**config.mk**
```make
export PLATFORM = sky130hd
export DESIGN_NAME = thermo_switch_decoder
export DESIGN_NICKNAME = d
export VERILOG_FILES = /design/src/rtl/thermo_switch_decoder_pkg.sv /design/src/rtl/thermo_sync_settle.sv /design/src/rtl/thermo_switch_decoder.sv
export SDC_FILE = /design/constraint.sdc
export NUM_CORES = 1
export LEC_CHECK = 0
export BUFFER_PORTS_ARGS = -buffer_cell sky130_fd_sc_hd__buf_2
export CORE_MARGIN = 3
export CORE_UTILIZATION = 32
export DETAILED_ROUTE_END_ITERATION = 7
export PLACE_DENSITY_LB_ADDON = 0.2
export REMOVE_ABC_BUFFERS = 1
export SYNTH_ARGS = -nofsm -noshare
export SYNTH_HDL_FRONTEND = slang
export SYNTH_HIERARCHICAL = 1
export SYNTH_SLANG_ARGS = --single-unit
```
**constraint.sdc**
```tcl
create_clock -name clk -period 4 [get_ports clk]
set_input_delay 0.8 -clock clk [delete_from_list [all_inputs] [get_ports clk]]
set_output_delay 0.8 -clock clk [all_outputs]
set_load 0.05 [all_outputs]
```
**src/rtl/thermo_switch_decoder_pkg.sv**
```systemverilog
// Shared types, defaults and the thermometer-code decode helper for thermo_switch_decoder.
package thermo_switch_decoder_pkg;

  typedef enum logic [1:0] {
    S_IDLE   = 2'd0,
    S_SETTLE = 2'd1,
    S_COMMIT = 2'd2
  } settle_state_t;

  localparam int DEF_WIDTH         = 8;
  localparam int DEF_STABLE_CYCLES = 10000;

  typedef struct packed {
    logic       legal;
    logic [3:0] level;
  } thermo_dec_t;

  // Callers zero-extend their vector to 15 bits; a legal code is k ones filled from bit 0.
  function automatic thermo_dec_t thermo_decode(input logic [14:0] vec);
    thermo_dec_t r;
    r = '0;
    for (int k = 0; k <= 15; k++) begin
      if ({1'b0, vec} == 16'((32'd1 << k) - 32'd1)) begin
        r.legal = 1'b1;
        r.level = 4'(k);
      end
    end
    return r;
  endfunction

endpackage

```
**src/rtl/thermo_sync_settle.sv**
```systemverilog
// Two-flop synchroniser, polarity fix-up and whole-word debounce FSM.
// Emits the accepted vector on stable and a one-cycle commit strobe.
module thermo_sync_settle
  import thermo_switch_decoder_pkg::*;
#(
  parameter int WIDTH         = DEF_WIDTH,
  parameter int STABLE_CYCLES = DEF_STABLE_CYCLES,
  parameter int IS_PULLUP     = 1
) (
  input  logic             clk,
  input  logic             rst_n,
  input  logic [WIDTH-1:0] sw_in,
  output logic [WIDTH-1:0] stable,
  output logic             commit
);

  localparam int                 CNT_W    = $clog2(STABLE_CYCLES);
  localparam logic [CNT_W-1:0]   CNT_LAST = CNT_W'(STABLE_CYCLES - 2);
  localparam logic [CNT_W-1:0]   CNT_MAX  = CNT_W'(STABLE_CYCLES - 1);
  localparam logic [WIDTH-1:0]   RAW_IDLE = (IS_PULLUP != 0) ? {WIDTH{1'b1}} : {WIDTH{1'b0}};

  logic [WIDTH-1:0] sync_p0, sync_p1, sync;
  logic [WIDTH-1:0] cand_q, cand_d, stable_q, stable_d;
  logic [CNT_W-1:0] cnt_q, cnt_d;
  settle_state_t    state_q, state_d;

  // Synchroniser stage: raw levels reset to the released-switch value
  always_ff @(posedge clk or negedge rst_n) begin
    if (!rst_n) begin
      sync_p0 <= RAW_IDLE;
      sync_p1 <= RAW_IDLE;
    end else begin
      sync_p0 <= sw_in;
      sync_p1 <= sync_p0;
    end
  end

  assign sync = (IS_PULLUP != 0) ? ~sync_p1 : sync_p1;

  always_ff @(posedge clk or negedge rst_n) begin
    if (!rst_n) begin
      state_q  <= S_IDLE;
      cand_q   <= '0;
      cnt_q    <= '0;
      stable_q <= '0;
    end else begin
      state_q  <= state_d;
      cand_q   <= cand_d;
      cnt_q    <= cnt_d;
      stable_q <= stable_d;
    end
  end

  // stable loads on entry to S_COMMIT so the top decodes it during the commit cycle
  always_comb begin
    state_d  = state_q;
    cand_d   = cand_q;
    cnt_d    = cnt_q;
    stable_d = stable_q;
    case (state_q)
      S_IDLE: begin
        if (sync != stable_q) begin
          cand_d  = sync;
          cnt_d   = '0;
          state_d = S_SETTLE;
        end
      end
      S_SETTLE: begin
        if (sync != cand_q) begin
          cand_d = sync;
          cnt_d  = '0;
        end else begin
          if (cnt_q != CNT_MAX) cnt_d = cnt_q + CNT_W'(1);
          if (cnt_q == CNT_LAST) begin
            state_d  = S_COMMIT;
            stable_d = cand_q;
          end
        end
      end
      S_COMMIT: state_d = S_IDLE;
      default:  state_d = S_IDLE;
    endcase
  end

  assign stable = stable_q;
  assign commit = (state_q == S_COMMIT);

endmodule

```
**src/rtl/thermo_switch_decoder.sv**
```systemverilog
// Debounced thermometer switch-bank reader: fill level, legality flag and buffered change events.
// Optional multi-step jump flag built only when THERMO_JUMP_DETECT_EN is defined.
module thermo_switch_decoder
  import thermo_switch_decoder_pkg::*;
#(
  parameter int WIDTH         = DEF_WIDTH,
  parameter int STABLE_CYCLES = DEF_STABLE_CYCLES,
  parameter int IS_PULLUP     = 1,
  localparam int LVL_W        = $clog2(WIDTH + 1)
) (
  input  logic             clk,
  input  logic             rst_n,
  input  logic [WIDTH-1:0] sw_in,
  output logic [LVL_W-1:0] level,
  output logic             thermo_err,
  output logic             evt_valid,
  input  logic             evt_ready,
  output logic [LVL_W-1:0] evt_level,
  output logic             evt_up,
  output logic             evt_overrun,
  output logic             jump
);

  logic [WIDTH-1:0] stable;
  logic             commit;
  thermo_dec_t      dec;
  logic [LVL_W-1:0] new_lvl;
  logic             new_evt, accept;

  thermo_sync_settle #(
    .WIDTH        (WIDTH),
    .STABLE_CYCLES(STABLE_CYCLES),
    .IS_PULLUP    (IS_PULLUP)
  ) u_settle (
    .clk   (clk),
    .rst_n (rst_n),
    .sw_in (sw_in),
    .stable(stable),
    .commit(commit)
  );

  assign dec     = thermo_decode(15'(stable));
  assign new_lvl = LVL_W'(dec.level);
  assign new_evt = commit && dec.legal && (new_lvl != level);
  assign accept  = evt_valid && evt_ready;

  // Decode and single-entry event buffer
  always_ff @(posedge clk or negedge rst_n) begin
    if (!rst_n) begin
      level       <= '0;
      thermo_err  <= 1'b0;
      evt_valid   <= 1'b0;
      evt_level   <= '0;
      evt_up      <= 1'b0;
      evt_overrun <= 1'b0;
    end else begin
      if (commit) thermo_err <= !dec.legal;
      if (new_evt) begin
        level     <= new_lvl;
        evt_valid <= 1'b1;
        evt_level <= new_lvl;
        evt_up    <= (new_lvl > level);
      end else if (accept) begin
        evt_valid <= 1'b0;
      end
      if (new_evt && evt_valid && !evt_ready) evt_overrun <= 1'b1;
      else if (accept)                        evt_overrun <= 1'b0;
    end
  end

`ifdef THERMO_JUMP_DETECT_EN
  logic             jump_q;
  logic [LVL_W-1:0] step;

  assign step = (new_lvl > level) ? (new_lvl - level) : (level - new_lvl);

  always_ff @(posedge clk or negedge rst_n) begin
    if (!rst_n)       jump_q <= 1'b0;
    else if (new_evt) jump_q <= (step > LVL_W'(1));
  end

  assign jump = jump_q;
`else
  assign jump = 1'b0;
`endif

endmodule
```
==> flow_summary.toml <==
[finish]
finalInstanceArea_um2 = 3110
drive_gt1_share_pct = 25.1
multi_input_area_um2 = 1250
area_growth_syn_to_layout_pct = 10.3
antennaDiodeCount = 0
nNetsFinal = 299
fin_util_pct = 37.1
seqCellArea_um2 = 1420
fillCellCount = 844

[timing]
hold_slack_ns = 0.355
drv_slew = 0
period_share_pct = 69.3
finalSetupViolCount = 0
tns_ns = 0
timing.fmax_ghz = 0.361
finalHoldViolCount = 0
tightest_slew_ns = 0.752
fin_crit_ns = 2.77
rsz0062_at_grt = "no"
finClkSkew_ns = 0.0130
slew_headroom_pct = 49.6

[setup_path]
rr_startpoint = "u_settle/stable[7]"
path_buf_inv = 0
cp-end-kind = "flip-flop"
path_max_fanout = 7
rr_endpoint = "evt_level[1]"
critPathRequiredTime_ns = 4.23
crit_path_cell_trace = "or4_4, a2111oi_0, a31oi_1, ha_1, a41oi_2, o31ai_4, mux2_4"
r2r_cells = 7
reg2reg_slack_ns = 1.23
worstSetupPathType = "flip-flop to flip-flop"
crit_slowest_cell = "or4_4"
cp.arrival_ns = 3.00
slowest_delay_ns = 0.57
crit_path_start_kind = "flip-flop"
crit_family = "compound AO/OA/AOI/OAI gates"

[yosys]
syn_area_per_cell_um2 = 10.8
synthArstFlopShare_pct = 100
yosysTopAreaCellShare_pct = 35.5
ys_warn_count = 6
synth-seq-cells = 56
synth_enable_flop_cells = 0
synthCells = 260
syn_area_um2 = 2820
seq_area_frac_synth_pct = 50.4
yosysTopAreaCell = "dfrtp_1"
synthTopCellsByArea = "dfrtp_1, dfstp_2, xor2_1, mux2i_1, nand2_1"
yosysMostFrequentCell = "dfrtp_1"
synth_common_cells = "dfrtp_1, nand2_1, inv_1, dfstp_2, xor2_1"
synth_cell_types = 51
synth_ff_type = "dfrtp_1"

[power]
ir_worst_vdd_v = 0.000163
total_power_w = 0.000984
power_leakage_nw = 1.42
power_density_nw_per_um2 = 317

[global_routing]
grt_max_degree = 23
grt_pass1_wl_um = 9430
antenna_found_initial = 0
first_global_vias = 1874
track_usage_pct = 11.9
overflow = 0

[hold_path]
hold_end = "u_settle/sync_p1[2]"
hold_depth = 0
hold_path.class = "flip-flop to flip-flop"
min_from = "u_settle/sync_p0[2]"

[cts]
cts_tree = "done"
cts-hold-fix-buffers = 0
cts_resized = 0
clockRootBuffer = "clkbuf_8"
max-clock-path-buffers = 2
cts.clk_slew.worst_paths_ns = 0.12
cts_buffers = 5
cts_num_sinks = 56
htreeDepth = 2
clk_latency_ns = 0.32
postCtsSetupRepairBufs = 0

[drt]
drc = 0
vias_per_cell = 4.88
totalWireLength_um = 5380
drt_iter0_drc = 69
ant_nets = 0
wl_per_cell_um = 13.9
dr.pass1.iters = 4
vias = 1893

[placement]
hpwl_um = 3990
gp_congestion = 0.777
placed_area_um2 = 3010
port_buffers = 22

[die]
die_area_um2 = 9970
coreArea_um2 = 8380
ios = 24
die_h_um = 99.9
num_rows = 33
dieWidth_um = 99.9
initial_core_util_pct = 33.6

[run_status]
status = "finished, final reports clean"

[run]
maxCapViolCount = 0
worst reg2reg max path, stage by stage (launching register included):
cell	delay, ns
dfrtp_1	0.48
or4_4	0.57
a2111oi_0	0.41
a31oi_1	0.13
ha_1	0.31
a41oi_2	0.28
o31ai_4	0.18
mux2_4	0.32
sequential cells by signal, indices dropped and copies added (netlist names), 2 cells and up:
name and flops:
u_settle/cnt_q 14, u_settle/sync_p1 8, u_settle/state_q 2, evt_level 4, u_settle/stable 8, u_settle/cand_q 8, u_settle/sync_p0 8
placed cells by master, fill, tap and decap left out, types with 6 or more instances in the layout:
cell	n
dfrtp_1	40
nand2_1	29
a21oi_1	9
o21ai_0	12
dfstp_2	16
ha_1	6
xor2_1	15
mux2_2	8
buf_2	22
inv_1	21
nand3_1	9
nor2_1	7
mux2i_1	12
and3_1	9
nand4_1	8
metal layers:
layer | track usage, % | vias up | part of all wire, %
met5 | 0 | - | 0
met1 | 16.6 | 897 | 51
met3 | 2.78 | 7 | 3.9
met2 | 18.3 | 39 | 44
met4 | 3.78 | 0 | 1.4
li1 | - | 950 | -
how the worst max path moves through the flow:
stage | slack, ns | endpoint | startpoint | cells after the start
floorplan | 1.41 | evt_level[1] | u_settle/stable[7] | 7
global placement | 1.29 | evt_level[1] | u_settle/stable[7] | 7
detailed placement | 1.25 | evt_level[1] | u_settle/stable[7] | 7
CTS | 1.24 | evt_level[1] | u_settle/stable[7] | 7
global route | 1.07 | evt_up | u_settle/stable[7] | 7
finish | 1.23 | evt_level[1] | u_settle/stable[7] | 7
per-stage QoR:
| step | cells | worst slack, ns |
|---|---|---|
| finish | 388 | 1.23 |
| global route | 388 | 1.07 |
| CTS | 388 | 1.24 |
| detailed placement | 380 | 1.25 |
| global placement | 380 | 1.29 |
| floorplan | 251 | 1.41 |
logic make-up after synthesis:
family | synth area share (%)
buffers and inverters | 5.10
muxes | 8.52
xor gates and xnor gates | 5.28
AOI/OAI and AO/OA | 10.7
and+or+nand+nor | 17.1
DFF | 50.4
other | 0.133
adders and majority gates | 2.66
cell type report:
type                            count  share of cell area (%)
Sequential cell                    56                    45.7
Multi-Input combinational cell    174                    40.3
Tap cell                          105                    4.23
Timing Repair Buffer               24                    4.03
Inverter                           21                    2.54
Clock buffer                        5                    2.21
Clock inverter                      3                   0.926
power breakdown:
part	switching (W)	internal [W]	total, W
Combinational	0.0000257	0.0000136	0.0000393
Sequential	0.0000107	0.000585	0.000596
Clock	0.000216	0.000133	0.000349
Total	0.000252	0.000732	0.000984
Power figures use the tool's default switching activity.
